$ cat config.mk
export PLATFORM = sky130hd
export DESIGN_NAME = seq_sign_multiplier_flat
export DESIGN_NICKNAME = d
export VERILOG_FILES = /design/src/rtl/seq_sign_multiplier_pkg.sv /design/src/rtl/seq_sign_multiplier_if.sv /design/src/rtl/seq_mul_step.sv /design/src/rtl/seq_sign_multiplier.sv /design/src/flat_wrapper.sv
export SDC_FILE = /design/constraint.sdc
export NUM_CORES = 1
export LEC_CHECK = 0
export ABC_CLOCK_PERIOD_IN_PS = 2020
export CORE_ASPECT_RATIO = 2
export CORE_MARGIN = 8
export CORE_UTILIZATION = 45
export CTS_CLUSTER_DIAMETER = 200
export DETAILED_ROUTE_END_ITERATION = 8
export PLACE_DENSITY = 0.67
export SETUP_SLACK_MARGIN = 0.1
export SYNTH_ARGS = -nofsm -noshare
export SYNTH_HDL_FRONTEND = slang
export SYNTH_SLANG_ARGS = --single-unit
$ cat constraint.sdc
create_clock -name clk -period 2.02 [get_ports clk]
set_input_delay 0.606 -clock clk [delete_from_list [all_inputs] [get_ports clk]]
set_output_delay 0.606 -clock clk [all_outputs]
set_load 0.1 [all_outputs]
$ cat src/rtl/seq_sign_multiplier_pkg.sv
// Shared types and constants for the sequential signed multiplier.
package seq_sign_multiplier_pkg;

  typedef enum logic [1:0] {
    IDLE = 2'd0,
    CALC = 2'd1,
    FIX  = 2'd2
  } state_e;

  localparam logic FMT_SM = 1'b0;  // sign-magnitude
  localparam logic FMT_TC = 1'b1;  // two's complement

  // Smallest bit count able to hold values 0..n-1.
  function automatic int unsigned clog2(input int unsigned n);
    int unsigned r;
    r = 0;
    while ((64'd1 << r) < 64'(n)) r++;
    return r;
  endfunction

endpackage

$ cat src/rtl/seq_sign_multiplier_if.sv
// Start/busy/done handshake and operand/result bus of the multiplier.
interface seq_sign_multiplier_if #(
  parameter int unsigned W = 5
) ();
  logic           start;
  logic           fmt;
  logic [W-1:0]   a;
  logic [W-1:0]   b;
  logic           busy;
  logic           done;
  logic [2*W-1:0] prod;
  logic           sign;

  modport master (output start, fmt, a, b, input busy, done, prod, sign);
  modport slave  (input start, fmt, a, b, output busy, done, prod, sign);
endinterface

$ cat src/rtl/seq_mul_step.sv
// One shift-add iteration: conditional add of the multiplicand, then a right shift of
// {carry, acc, mq} with zero entering at the top.
module seq_mul_step #(
  parameter int unsigned W = 5
) (
  input  logic [W-1:0] i_acc,
  input  logic [W-1:0] i_mq,
  input  logic [W-1:0] i_mcand,
  output logic [W-1:0] o_acc,
  output logic [W-1:0] o_mq
);
  logic [W:0] w_sum;

  // Add when the multiplier LSB is set, then shift the carry into the accumulator
  always_comb begin
    w_sum = {1'b0, i_acc};
    if (i_mq[0]) w_sum = {1'b0, i_acc} + {1'b0, i_mcand};
    o_acc = w_sum[W:1];
    o_mq  = {w_sum[0], i_mq[W-1:1]};
  end
endmodule

$ cat src/rtl/seq_sign_multiplier.sv
// Sequential shift-add multiplier for sign-magnitude or two's-complement operands.
// One partial product per clock; result is available W+1 cycles after start.
module seq_sign_multiplier
  import seq_sign_multiplier_pkg::*;
#(
  parameter int unsigned W = 5
) (
  input logic                  clk,
  input logic                  rst_n,
  seq_sign_multiplier_if.slave bus
);
  localparam int unsigned      CntW = clog2(W);
  localparam logic [W-1:0]     OneW = W'(1);
  localparam logic [2*W-1:0]   OneP = (2*W)'(1);

  state_e         r_state, w_state_nxt;
  logic           r_fmt, r_sign_lat;
  logic [W-1:0]   r_mcand, r_mq, r_acc;
  logic [CntW-1:0] r_cnt;
  logic           r_busy, r_done, r_sign;
  logic [2*W-1:0] r_prod;

  logic [W-1:0]   w_mag_a, w_mag_b, w_acc_step, w_mq_step;
  logic [2*W-1:0] w_mag, w_prod_fix;
  logic           w_sign_fix, w_last;

  // Convert operands to unsigned magnitudes; -2^(W-1) maps to 2^(W-1) without overflow
  always_comb begin
    if (bus.fmt == FMT_TC) begin
      w_mag_a = bus.a[W-1] ? (~bus.a + OneW) : bus.a;
      w_mag_b = bus.b[W-1] ? (~bus.b + OneW) : bus.b;
    end else begin
      w_mag_a = {1'b0, bus.a[W-2:0]};
      w_mag_b = {1'b0, bus.b[W-2:0]};
    end
  end

  seq_mul_step #(.W(W)) u_step (
    .i_acc   (r_acc),
    .i_mq    (r_mq),
    .i_mcand (r_mcand),
    .o_acc   (w_acc_step),
    .o_mq    (w_mq_step)
  );

  assign w_last = (r_cnt == CntW'(W - 1));

  // Apply the latched sign to the magnitude; zero is never reported as negative
  always_comb begin
    w_mag = {r_acc, r_mq};
    if (r_fmt == FMT_TC) begin
      w_prod_fix = (r_sign_lat && (w_mag != '0)) ? (~w_mag + OneP) : w_mag;
      w_sign_fix = w_prod_fix[2*W-1];
    end else begin
      w_prod_fix = w_mag;
      w_sign_fix = r_sign_lat && (w_mag != '0);
    end
  end

  // Next-state logic
  always_comb begin
    w_state_nxt = r_state;
    case (r_state)
      IDLE:    if (bus.start) w_state_nxt = CALC;
      CALC:    if (w_last) w_state_nxt = FIX;
      FIX:     w_state_nxt = IDLE;
      default: w_state_nxt = IDLE;
    endcase
  end

  // State register
  always_ff @(posedge clk or negedge rst_n) begin
    if (!rst_n) r_state <= IDLE;
    else        r_state <= w_state_nxt;
  end

  // Datapath and registered handshake outputs
  always_ff @(posedge clk or negedge rst_n) begin
    if (!rst_n) begin
      r_fmt      <= 1'b0;
      r_sign_lat <= 1'b0;
      r_mcand    <= '0;
      r_mq       <= '0;
      r_acc      <= '0;
      r_cnt      <= '0;
      r_busy     <= 1'b0;
      r_done     <= 1'b0;
      r_prod     <= '0;
      r_sign     <= 1'b0;
    end else begin
      r_done <= 1'b0;
      case (r_state)
        IDLE: begin
          if (bus.start) begin
            r_fmt      <= bus.fmt;
            r_sign_lat <= bus.a[W-1] ^ bus.b[W-1];
            r_mcand    <= w_mag_a;
            r_mq       <= w_mag_b;
            r_acc      <= '0;
            r_cnt      <= '0;
            r_busy     <= 1'b1;
          end
        end
        CALC: begin
          r_acc <= w_acc_step;
          r_mq  <= w_mq_step;
          r_cnt <= r_cnt + CntW'(1);
        end
        FIX: begin
          r_prod <= w_prod_fix;
          r_sign <= w_sign_fix;
          r_done <= 1'b1;
          r_busy <= 1'b0;
        end
        default: r_busy <= 1'b0;
      endcase
    end
  end

  assign bus.busy = r_busy;
  assign bus.done = r_done;
  assign bus.prod = r_prod;
  assign bus.sign = r_sign;

endmodule

$ cat src/flat_wrapper.sv
// flat-port wrapper written by rule: the top's interface ports become plain ports
module seq_sign_multiplier_flat import seq_sign_multiplier_pkg::*;
#(
  parameter int unsigned W = 5
)
  (clk, rst_n, bus_start, bus_fmt, bus_a, bus_b, bus_busy, bus_done, bus_prod, bus_sign);
  seq_sign_multiplier_if #(.W(W)) bus_i ();
  input logic clk;
  input logic rst_n;
  input wire logic [$bits(bus_i.start)-1:0] bus_start;
  input wire logic [$bits(bus_i.fmt)-1:0] bus_fmt;
  input wire logic [$bits(bus_i.a)-1:0] bus_a;
  input wire logic [$bits(bus_i.b)-1:0] bus_b;
  output wire logic [$bits(bus_i.busy)-1:0] bus_busy;
  output wire logic [$bits(bus_i.done)-1:0] bus_done;
  output wire logic [$bits(bus_i.prod)-1:0] bus_prod;
  output wire logic [$bits(bus_i.sign)-1:0] bus_sign;
  assign bus_i.start = bus_start;
  assign bus_i.fmt = bus_fmt;
  assign bus_i.a = bus_a;
  assign bus_i.b = bus_b;
  assign bus_busy = bus_i.busy;
  assign bus_done = bus_i.done;
  assign bus_prod = bus_i.prod;
  assign bus_sign = bus_i.sign;
  seq_sign_multiplier #(.W(W)) u_core (.clk(clk), .rst_n(rst_n), .bus(bus_i));
endmodule
After elaboration in Yosys (flattened, before gate mapping)
Cells that the tools add are included.
{"block": "totals", "word_cells": 54, "ff_bits": 35, "in_bits": 14, "out_inout_bits": 13}
{"block": "op_classes", "eq_ne": 5, "n_mux": 20, "addsub": 5, "n_bitwise": 5, "reduce_logical": 8}
{"cell": "$mux 5", "count": 6}
{"cell": "$mux 10", "count": 2}
{"cell": "$pmux 5 s2", "count": 2}
{"cell": "$add 10x1->10 const B", "count": 1}
{"cell": "$add 5x1->5 const B", "count": 2}
{"cell": "$not 10->10", "count": 1}
{"cell": "$not 5->5", "count": 2}
{"cell": "$reduce_bool 10->1", "count": 1}
{"cell": "$reduce_and 2->1", "count": 4}
{"cell": "$add 5x5->6", "count": 1}
{"cell": "$mux 6", "count": 1}
{"cell": "$pmux 3 s2", "count": 1}
{"cell": "$mux 2", "count": 2}
{"cell": "$pmux 2 s2", "count": 1}
{"cell": "$add 3x1->3 const B", "count": 1}
{"cell": "$eq 3x3->1 const B", "count": 1}
{"cell": "$mux 1", "count": 3}
{"cell": "$mux 3", "count": 1}
{"cell": "$eq 2x1->1 const B", "count": 1}
{"cell": "$eq 2x2->1 const B", "count": 1}
{"cell": "$logic_not 2->1", "count": 1}
{"cell": "$ne 2x1->1 const B", "count": 1}
{"cell": "$ne 2x2->1 const B", "count": 1}
{"cell": "$pmux 1 s2", "count": 1}
{"cell": "4 further kinds", "count": 4}

Logic depth before layout (Yosys ltp)
Gate-level depths: netlist of the first run.
{"block": "logic_depth", "word_depth": 6, "depth_mapped": 7, "ltp_nobuf": 6}

Cells and area by module
A second synthesis of the first run with hierarchy kept.
{"block": "unflattened", "cells_unflattened": 219, "area_unflattened_um2": 2099.5}
{"module": "seq_sign_multiplier", "instances": 1, "area_each_um2": 1784.2, "seq_area_each_um2": 875.8, "cells_per_inst": 180}
{"module": "seq_mul_step", "instances": 1, "area_each_um2": 315.3, "seq_area_each_um2": 0.0, "cells_per_inst": 39}

Least setup slack after synthesis of the first run
OpenSTA, ideal clock, no wires.
{"block": "synth_timing", "path_type": "register -> register", "from": "reg u_core.r_mq[0]", "to": "reg u_core.r_prod[3], in the netlist u_core.bus.prod[3]", "setup_slack_ns": 0.193, "setup_ns": 0.128, "synth_period_minus_slack_ns": 1.827, "n_path_buf": 1, "required_time_ns": 1.892, "arrival_ns": 1.699, "path_stages_with_launch": 8, "cell_sequence": "dfrtp_1 -> clkbuf_1 -> inv_1 -> ha_1 -> and2b_1 -> a31oi_2 -> mux2i_1 -> nand3_1"}
{"block": "synth_between", "elab_chain_cells": 4, "word_cells_on_any_way": 6, "cone_classes": "1 x add/sub; 2 x mux; 1 x bitwise; 2 x reduce/logical"}
{"element": "from (decl)", "line_no": "seq_sign_multiplier.sv:18", "source": "logic [W-1:0] r_mcand, r_mq, r_acc;"}
{"element": "from (signal assigned)", "line_no": "seq_sign_multiplier.sv:98", "source": "r_mq <= w_mag_b;"}
{"element": "from (signal assigned)", "line_no": "seq_sign_multiplier.sv:106", "source": "r_mq <= w_mq_step;"}
{"element": "$not 10->10 / $reduce_bool 10->1 (equally long branches)", "line_no": "seq_sign_multiplier.sv:52", "source": "w_prod_fix = (r_sign_lat && (w_mag != '0)) ? (~w_mag + OneP) : w_mag;"}
{"element": "$add 10x1->10 / $logic_and 1x1->1 (equally long branches)", "line_no": "seq_sign_multiplier.sv:52"}
{"element": "$mux 10 *", "line_no": "seq_sign_multiplier.sv:52"}
{"element": "$mux 10 *", "line_no": "seq_sign_multiplier.sv:51", "source": "if (r_fmt == FMT_TC) begin"}
{"element": "to (signal assigned)", "line_no": "seq_sign_multiplier.sv:110", "source": "r_prod <= w_prod_fix;"}
{"element": "to (decl)", "line_no": "seq_sign_multiplier.sv:21", "source": "logic [2*W-1:0] r_prod;"}
Mark *: on every way between the ends. The rest lies on a longest branch, timed or not.
A chain may end at the register's enable or synchronous reset.

Worst setup path in the final report of the first run
{"block": "layout_timing", "from": "in bus_start", "to": "reg u_core.r_acc[3]"}
{"block": "layout_between", "elab_chain_cells": 2}
{"element": "from (decl)", "line_no": "flat_wrapper.sv:10", "source": "input wire logic [$bits(bus_i.start)-1:0] bus_start;"}
{"element": "$ne 2x2->1 (no source line)"}
{"element": "$reduce_and 2->1 (no source line)"}
{"element": "to (signal assigned)", "line_no": "seq_sign_multiplier.sv:105", "source": "r_acc <= w_acc_step;"}
{"element": "to (decl)", "line_no": "seq_sign_multiplier.sv:18"}
No other way between the ends.

==> summary.txt, run 1 <==
GRT
  – Global route overflow: 0
  – M1 GR Usage: 13.2%
  – M2 GR Usage: 28.8%
  – Most Crowded Layer GR: met2
  – Vias in the first global route: 1783
  – M3 GR Usage: 3.34%
  – First-pass GRT wire length: 8220 um
  – GR Util All Layers: 14.9%
  – Initial antenna violation count: 0
  – Pin count of the biggest net entering global routing: 36

Placement
  – Worst slack, placed: -0.159 ns
  – Final GP Congestion: 0.870
  – Dpl cells: 303
  – Port Buf Inserts: 26
  – DP Area: 2510 um^2
  – Dpl hpwl: 3720 um

Hold path
  – Hold WC Path Type: reg2reg

STA
  – Post-route worst setup slack: 0.159 ns
  – Tightest Pin Transition: 0.518 ns
  – Final Max Tran Viols: 0
  – Max_slew headroom: 65.5%
  – Clock skew: 0.00492 ns
  – RSZ-0062 raised after global routing: false
  – Final Setup Violations: 0
  – Tmin final: 1.86 ns
  – Hold Vio Cnt, Final: 0
  – Max Fclk: 537 MHz
  – Crit share post-route: 92.1%

Pwr
  – Peak supply drop: 0.00104 V
  – Leak: 1.22 nW
  – Total Power Consumption: 4.62 mW
  – PD cells: 1770 nW/um^2

Die
  – Rows: 34
  – Initial Util: 46.4%
  – # IOs: 27
  – Die Ht: 110 um
  – Die area: 6950 um^2
  – Chip width: 63.1 um
  – Core box area: 4300 um^2

Clocking
  – Clk sink count: 35
  – CTS tree: done
  – Maximum clock path buffer count: 2
  – Hold buffers post-CTS: 0
  – CTS clk-pin slew, worst paths: 0.07 ns
  – TritonCTS buffer count: 5
  – CTS H-tree lvls: 2
  – Worst-Skew Late Latency: 0.29 ns
  – Post-CTS Setup Bufs: 0
  – Root buf cell: clkbuf_8

Finish
  – Sequential Area: 877 um^2
  – Commonest cells after routing, fill and taps aside: nand2_1 (36), dfrtp_1 (34), o21ai_0 (17), nand3_1 (14)
  – Filler cells: 390
  – Layout cell share with drive strength beyond 1: 15.6%
  – Post-Layout Inst Area: 2610 um^2
  – Area Overhead vs Synth: 30.6%
  – Final cell count without fillers: 310
  – Area of the multi-input gates: 1040 um^2
  – Final #Nets: 281
  – Commonest non-fill, non-tap cell in the layout: nand2_1
  – Number of inserted diodes: 0

Logic synthesis
  – Post-synth EDFFs: 0
  – Post-synthesis net count: 245
  – Synth warn: 0
  – Avg Inst Size Synth: 9.07 um^2
  – Area of the mapped netlist: 2000 um^2
  – Mapped Cells: 220
  – Ys flop type: dfrtp_1
  – Yosys cell types: 38
  – Flop and latch count out of synthesis: 35
  – Async SR Flop Fraction: 100%
  – Seq/Total Area, Yosys: 43.9%

Detailed routing
  – Starting DRT DRC Count: 28
  – Wire per inst: 15.1 um
  – DR vias: 1698
  – DRC viols: 0
  – Detail Route Antenna Nets: 0
  – Vias per Instance: 5.48
  – DR pass1 iterations: 4
  – DRT Wirelength: 4690 um

Setup path
  – Worst Path Required: 2.19 ns
  – Critical Path Start Type: primary input
  – Worst EP arrival: 2.04 ns
  – Worst-path fanout max: 4
  – Setup Crit Path Kind: in2reg
  – Crit path capture type: flip-flop

Run status
  – Status: completed

Flow run
  – Max Cap Viol: 0
[cell usage after synthesis, types with 3 or more instances]
master	n	share of area [%]
nand3_1	14	3.5
clkbuf_1	10	1.9
o21ai_0	17	4.3
nor2_1	11	2.1
inv_1	13	2.4
dfrtp_1	35	44
mux2i_1	6	3.0
a31oi_1	5	1.6
a21o_1	3	1.1
a21oi_1	9	2.3
nand2_1	36	6.8
xnor2_1	10	4.4
ha_1	10	6.3
nor3_1	7	1.8
[state kept, by name, summed over array words and instances (netlist names)]
register / flops
u_core.r_state: 2
u_core.r_fmt: 1
u_core.bus.busy: 1
u_core.r_mq: 5
u_core.bus.sign: 1
u_core.r_sign_lat: 1
u_core.r_cnt: 3
u_core.r_mcand: 5
u_core.bus.done: 1
u_core.r_acc: 5
u_core.bus.prod: 10
[worst max-delay path: stages]
cell and delay (ns):
clkdlybuf4s50_1 0.49, or3b_2 0.51, and3_1 0.20, a31oi_1 0.13, o21ai_0 0.09
[routing by layer]
| metal | wire [um] | vias up |
|---|---|---|
| met5 | 0 | - |
| met4 | 206 | 0 |
| met3 | 169 | 17 |
| met2 | 2690 | 36 |
| met1 | 1620 | 806 |
| li1 | - | 839 |
[area by class of cell]
cell class              instances  area share, %
multi-input cells             162           39.8
flip-flops and latches         35           33.7
clock buffers                   6           3.17
well taps                      54           2.59
clock inverters                 1          0.192
inverters                      13           1.87
repair buffers                 39           18.7
[logic make-up after synthesis]
logic type / after synthesis / synth area share, %
simple gates: 83 / 20.3
compound gates: 50 / 16.0
flops: 35 / 43.9
buf+inv: 23 / 4.33
xor+xnor: 12 / 5.27
fa+ha+maj: 11 / 7.27
mux: 6 / 3.01
[worst paths after layout]
path	endpoint	depth (start not counted)	from	slack, ns
setup / recovery	u_core.r_acc[3]	5	bus_start	0.16
hold / removal	u_core.r_mcand[4]	2	u_core.r_mcand[4]	0.48
setup reg to reg	u_core.bus.sign	5	u_core.r_acc[0]	0.17
hold reg to reg	u_core.r_mcand[4]	2	u_core.r_mcand[4]	0.48
max in group asynchronous	u_core.r_acc[1]	2	rst_n	0.95
min in group asynchronous	u_core.bus.prod[6]	2	rst_n	0.73
[power by group]
part / switching [mW] / leakage (nW) / internal (mW)
clock network: 0.252 / 0.0470 / 0.267
logic: 1.70 / 0.734 / 1.06
registers: 0.337 / 0.434 / 1.00
total: 2.29 / 1.22 / 2.34
[timing repair]
item / CTS / global route
setup endpoints to repair: 0 / 3
resized for setup: 0 / 2
hold endpoints to repair: 0 / 0
[stage by stage]
stage          hold slack [ns]  TNS, ns  util, %
2_1_floorplan            0.310        0        -
3_3_place_gp             0.458   -0.826     58.5
3_5_place_dp             0.465    -1.21     58.5
4_1_cts                  0.481        0     60.5
5_1_grt                  0.491        0     60.7
6_report                 0.482        0     60.7
Note: power is estimated with default switching activity, not from simulation.
==> run 2, diff against run 1 <==
--- a/config.mk
+++ b/config.mk
@@ -7,12 +7,10 @@
 export LEC_CHECK = 0
 export ABC_CLOCK_PERIOD_IN_PS = 2020
 export CORE_ASPECT_RATIO = 2
-export CORE_MARGIN = 8
 export CORE_UTILIZATION = 45
 export CTS_CLUSTER_DIAMETER = 200
 export DETAILED_ROUTE_END_ITERATION = 8
 export PLACE_DENSITY = 0.67
-export SETUP_SLACK_MARGIN = 0.1
 export SYNTH_ARGS = -nofsm -noshare
 export SYNTH_HDL_FRONTEND = slang
 export SYNTH_SLANG_ARGS = --single-unit
==> run 2 against run 1 <==
Flip-flop and latch count unchanged. Total power down 0.60%. Final cell count down 0.97%. Routed wire length down 4.7%. Sequential power about the same. Final area down 0.58%. Global-route usage up 6.5 points. Worst hold slack worse by 0.0093 ns. Largest cell class unchanged. Highest routed layer unchanged.
==> summary.txt, run 2 (synthesis results as in run 1) <==
Pwr
  – Leak: 1.21 nW
  – Sequential power share: 29.2%
  – Total Power Consumption: 4.60 mW
  – Pint: 2.33 mW
  – NetSw: 2.27 mW
  – Clk pwr share: 11.2%
  – Net Sw Frac: 49.4%
  – Peak supply drop: 0.000993 V
  – PD cells: 1770 nW/um^2
  – Combinational power share: 59.5%

Finish
  – Max reg flops: 10
  – Number of inserted diodes: 0
  – Filler cells: 384
  – Commonest non-fill, non-tap cell in the layout: nand2_1
  – Layout cell share with drive strength beyond 1: 14.5%
  – Area Overhead vs Synth: 29.8%
  – Post-Layout Inst Area: 2590 um^2
  – Final #Nets: 280
  – Sequential Area: 876 um^2
  – Area of the multi-input gates: 1030 um^2
  – Commonest cells after routing, fill and taps aside: nand2_1 (36), dfrtp_1 (35), o21ai_0 (17), nand3_1 (14)

STA
  – Max_slew headroom: 67.3%
  – Final Max Tran Viols: 0
  – Crit share post-route: 92.6%
  – Final hold slack: 0.473 ns
  – Post-route worst setup slack: 0.150 ns
  – Final Setup Violations: 0
  – Max Fclk: 535 MHz
  – Clock skew: 0.00822 ns
  – Tightest Pin Transition: 0.488 ns
  – Tmin final: 1.87 ns
  – RSZ-0062 raised after global routing: false
  – Hold Vio Cnt, Final: 0

Detailed routing
  – DR pass1 iterations: 4
  – DR vias: 1693
  – Vias per Instance: 5.51
  – Starting DRT DRC Count: 36
  – DRC viols: 0
  – Wire per inst: 14.5 um
  – Detail Route Antenna Nets: 0
  – DRT Wirelength: 4460 um

Clocking
  – Root buf cell: clkbuf_8
  – Post-CTS Setup Bufs: 0
  – Maximum clock path buffer count: 2
  – CTS clk-pin slew, worst paths: 0.06 ns
  – Hold buffers post-CTS: 0
  – CTS H-tree lvls: 2
  – CTS tree: done
  – TritonCTS buffer count: 5
  – Clk sink count: 35
  – Worst-Skew Late Latency: 0.28 ns
  – Gates resized, CTS repair: 0

Hold path
  – Worst hold stages: 2
  – Worst Hold Endpoint: u_core.r_mcand[4]
  – Hold WC Path Type: reg2reg
  – Hold Path Origin: u_core.r_mcand[4]

Placement
  – Dpl hpwl: 3500 um
  – Worst slack, placed: -0.152 ns
  – DP Area: 2500 um^2
  – Final GP Congestion: 0.865
  – Port Buf Inserts: 26

Die
  – Core box area: 4170 um^2
  – Chip width: 49.1 um
  – Initial Util: 47.9%
  – Die area: 4720 um^2
  – Rows: 33
  – Die Ht: 96.2 um
  – # IOs: 27

Setup path
  – R2R setup slack: 0.19 ns
  – Worst Path Required: 2.18 ns
  – Reg2Reg Depth: 4
  – Reg-to-reg critical path startpoint: u_core.r_acc[1]
  – Setup Crit Path Kind: in2reg
  – Worst r2r dst: u_core.bus.sign
  – Crit path capture type: flip-flop
  – Critical Path Start Type: primary input
  – Worst-path fanout max: 4
  – Worst EP arrival: 2.03 ns

Flow run
  – Max Cap Viol: 0

GRT
  – Vias in the first global route: 1738
  – Pin count of the biggest net entering global routing: 36
  – Global route overflow: 0
  – First-pass GRT wire length: 7620 um
  – GR Util All Layers: 21.4%
  – Initial antenna violation count: 0

Run status
  – Status: completed
run 2: changes by cell type in the layout (fill, tap and decap cells not counted), sizes merged:
cell	before	now
buf	26	25
run 2: critical path, cell delays in order:
cell and delay [ns]:
clkdlybuf4s50_1 0.48, or3b_2 0.51, and3_1 0.21, a31oi_1 0.12
o21ai_0 0.10
run 2: metrics by stage:
step / cells / utilization (%) / TNS [ns]
floorplan: 220 / - / 0
global placement: 300 / 60.0 / -1.22
detailed placement: 300 / 60.0 / -1.57
CTS: 307 / 62.1 / 0
global route: 307 / 62.1 / 0
finish: 307 / 62.1 / 0
run 2: worst max-delay path by stage:
stage / from / endpoint
floorplan: u_core.r_mq[0] / u_core.bus.prod[3]
global placement: bus_start / u_core.r_acc[3]
detailed placement: bus_start / u_core.r_acc[0]
CTS: bus_start / u_core.r_cnt[2]
global route: bus_start / u_core.r_mq[0]
finish: bus_start / u_core.r_acc[3]
run 2: area by class of cell:
| cell class | count | area share [%] |
|---|---|---|
| Multi-Input combinational cell | 162 | 39.9 |
| Sequential cell | 35 | 33.8 |
| Timing Repair Buffer | 38 | 18.5 |
| Clock buffer | 6 | 3.19 |
| Tap cell | 52 | 2.51 |
| Inverter | 13 | 1.88 |
| Clock inverter | 1 | 0.193 |
run 2: metal layers:
layer,vias to the layer above,track usage (%),routed length (um)
met5,-,0,0
met2,37,41.6,2620
met1,808,21.0,1600
li1,837,-,-
met4,0,11.3,134
met3,11,3.48,118
run 2: power groups by stage:
stage                     combinational [mW]  clock [mW]  sequential [mW]
final                                   2.74       0.516             1.34
after floorplan                         1.05           0             2.07
after global routing                    2.93       0.563             1.39
after CTS                               2.76       0.532             1.34
after detailed placement                2.75           0             1.36
after global placement                  2.70           0             1.34
==> run 3, diff against run 2 <==
--- a/config.mk
+++ b/config.mk
@@ -8,6 +8,7 @@
 export ABC_CLOCK_PERIOD_IN_PS = 2020
 export CORE_ASPECT_RATIO = 2
 export CORE_UTILIZATION = 45
+export CTS_BUF_LIST = sky130_fd_sc_hd__clkbuf_2
 export CTS_CLUSTER_DIAMETER = 200
 export DETAILED_ROUTE_END_ITERATION = 8
 export PLACE_DENSITY = 0.67
==> run 3 against run 2 <==
Die area is the same. Non-clock buffer count is the same. Highest routed layer unchanged. Routed wire length shrank 0.92%. Final area shrank 2.1%. Largest power group unchanged. Clock power shrank 40%. Critical path depth shrank 1. Count of clock-buffer cells in the layout shrank 1.
==> summary.txt, run 3 (synthesis results as in run 1) <==
Run status
  – Status: completed

Die
  – Chip width: 49.1 um
  – # IOs: 27
  – Die Ht: 96.2 um
  – Initial Util: 47.9%
  – Core box area: 4170 um^2
  – Die area: 4720 um^2
  – Rows: 33

Detailed routing
  – Starting DRT DRC Count: 39
  – DR vias: 1703
  – DRT Wirelength: 4420 um
  – Wire per inst: 14.4 um
  – DRC viols: 0
  – DR pass1 iterations: 4
  – Detail Route Antenna Nets: 0
  – Vias per Instance: 5.55

Clocking
  – Clk sink count: 35
  – CTS clk-pin slew, worst paths: 0.19 ns
  – Hold buffers post-CTS: 0
  – Worst-Skew Late Latency: 0.39 ns
  – TritonCTS buffer count: 5
  – CTS H-tree lvls: 2
  – CTS tree: done
  – Maximum clock path buffer count: 2
  – Post-CTS Setup Bufs: 0
  – Root buf cell: clkbuf_2
  – Gates resized, CTS repair: 0

STA
  – Max Fclk: 535 MHz
  – Crit share post-route: 92.6%
  – Tightest Pin Transition: 0.505 ns
  – Clock skew: 0.0247 ns
  – RSZ-0062 raised after global routing: false
  – Final Setup Violations: 0
  – Tmin final: 1.87 ns
  – Final Max Tran Viols: 0
  – Hold Vio Cnt, Final: 0
  – Max_slew headroom: 66.2%
  – Post-route worst setup slack: 0.149 ns

GRT
  – Pin count of the biggest net entering global routing: 36
  – GR Util All Layers: 21.5%
  – Most Crowded Layer GR: met2
  – First-pass GRT wire length: 7580 um
  – M3 GR Usage: 3.48%
  – Global route overflow: 0
  – Vias in the first global route: 1716
  – M2 GR Usage: 41.1%
  – M1 GR Usage: 21.3%
  – Initial antenna violation count: 0

Finish
  – Filler cells: 390
  – Layout cell share with drive strength beyond 1: 14.1%
  – Area Overhead vs Synth: 27.1%
  – Max reg flops: 10
  – Final #Nets: 280
  – Final cell count without fillers: 307
  – Commonest cells after routing, fill and taps aside: nand2_1 (36), dfrtp_1 (35), o21ai_0 (17), nand3_1 (14)
  – Number of inserted diodes: 0
  – Commonest non-fill, non-tap cell in the layout: nand2_1

Setup path
  – Crit path capture type: flip-flop
  – Worst-path cell chain: or4_1, nor3_2, nand4_1, a32o_1
  – Worst Path Required: 2.32 ns
  – Worst-path fanout max: 7
  – Critical Path Max Stage Delay: 0.57 ns
  – Setup Crit Path Kind: reg2reg
  – Critical Path Start Type: flip-flop
  – Critical path's slowest cell: or4_1
  – Worst EP arrival: 2.18 ns

Placement
  – Dpl hpwl: 3500 um
  – Dpl cells: 300
  – Worst slack, placed: -0.152 ns
  – Final GP Congestion: 0.865
  – Port Buf Inserts: 26

Pwr
  – Peak supply drop: 0.00105 V
  – PD cells: 1730 nW/um^2
  – Leak: 1.19 nW
  – Total Power Consumption: 4.38 mW

Flow run
  – Max Cap Viol: 0

Hold path
  – Hold WC Path Type: reg2reg
[run 3: cell count changes in the layout (fill, tap and decap cells not counted), sizes merged]
| cell | previous run | this run |
|---|---|---|
| clkinv | 1 | 2 |
| clkbuf | 6 | 5 |
[run 3: critical path, delay by kind of cell (launching register included)]
| family | cells | cell delay [ns] |
|---|---|---|
| AO/OA/AOI/OAI | 1 | 0.27 |
| flip-flops | 1 | 0.53 |
| AND/OR/NAND/NOR | 3 | 0.98 |
[run 3: per-stage QoR]
stage	util, %	hold WS [ns]	area, um^2	setup TNS, ns
floorplan	-	0.310	2000	0
global placement	60.0	0.459	2500	-1.22
detailed placement	60.0	0.463	2500	-1.57
CTS	60.8	0.499	2540	0
global route	60.8	0.532	2540	0
finish	60.8	0.493	2540	0
[run 3: per-layer routing]
| layer | share of wire, % | up-vias | routed length, um |
|---|---|---|---|
| met3 | 2.4 | 12 | 107 |
| met1 | 36 | 818 | 1580 |
| li1 | - | 841 | - |
| met5 | 0 | - | 0 |
| met2 | 59 | 32 | 2590 |
| met4 | 3.2 | 0 | 142 |
[run 3: area by class of cell]
type                            instances  area (um^2)  share of cell area [%]
Timing Repair Buffer                   38          480                    18.9
Clock buffer                            5         25.0                   0.986
Sequential cell                        35          876                    34.5
Multi-Input combinational cell        162         1030                    40.7
Tap cell                               52         65.1                    2.56
Clock inverter                          2         8.76                   0.345
Inverter                               13         48.8                    1.92
[run 3: final timing paths]
check	startpoint	end	slack, ns	cells after the start
max	u_core.r_acc[1]	u_core.bus.sign	0.15	4
max reg2reg	u_core.r_acc[1]	u_core.bus.sign	0.15	4
min	u_core.r_mcand[4]	u_core.r_mcand[4]	0.49	2
min in group asynchronous	rst_n	u_core.bus.prod[0]	0.60	2
min reg2reg	u_core.r_mcand[4]	u_core.r_mcand[4]	0.49	2
max in group asynchronous	rst_n	u_core.r_mcand[4]	1.06	2
[run 3: where the power goes]
part | total [mW] | internal [mW] | switching (mW)
combinational | 2.74 | 1.06 | 1.68
sequential | 1.34 | 0.998 | 0.337
clock | 0.310 | 0.0732 | 0.237
total | 4.38 | 2.13 | 2.26
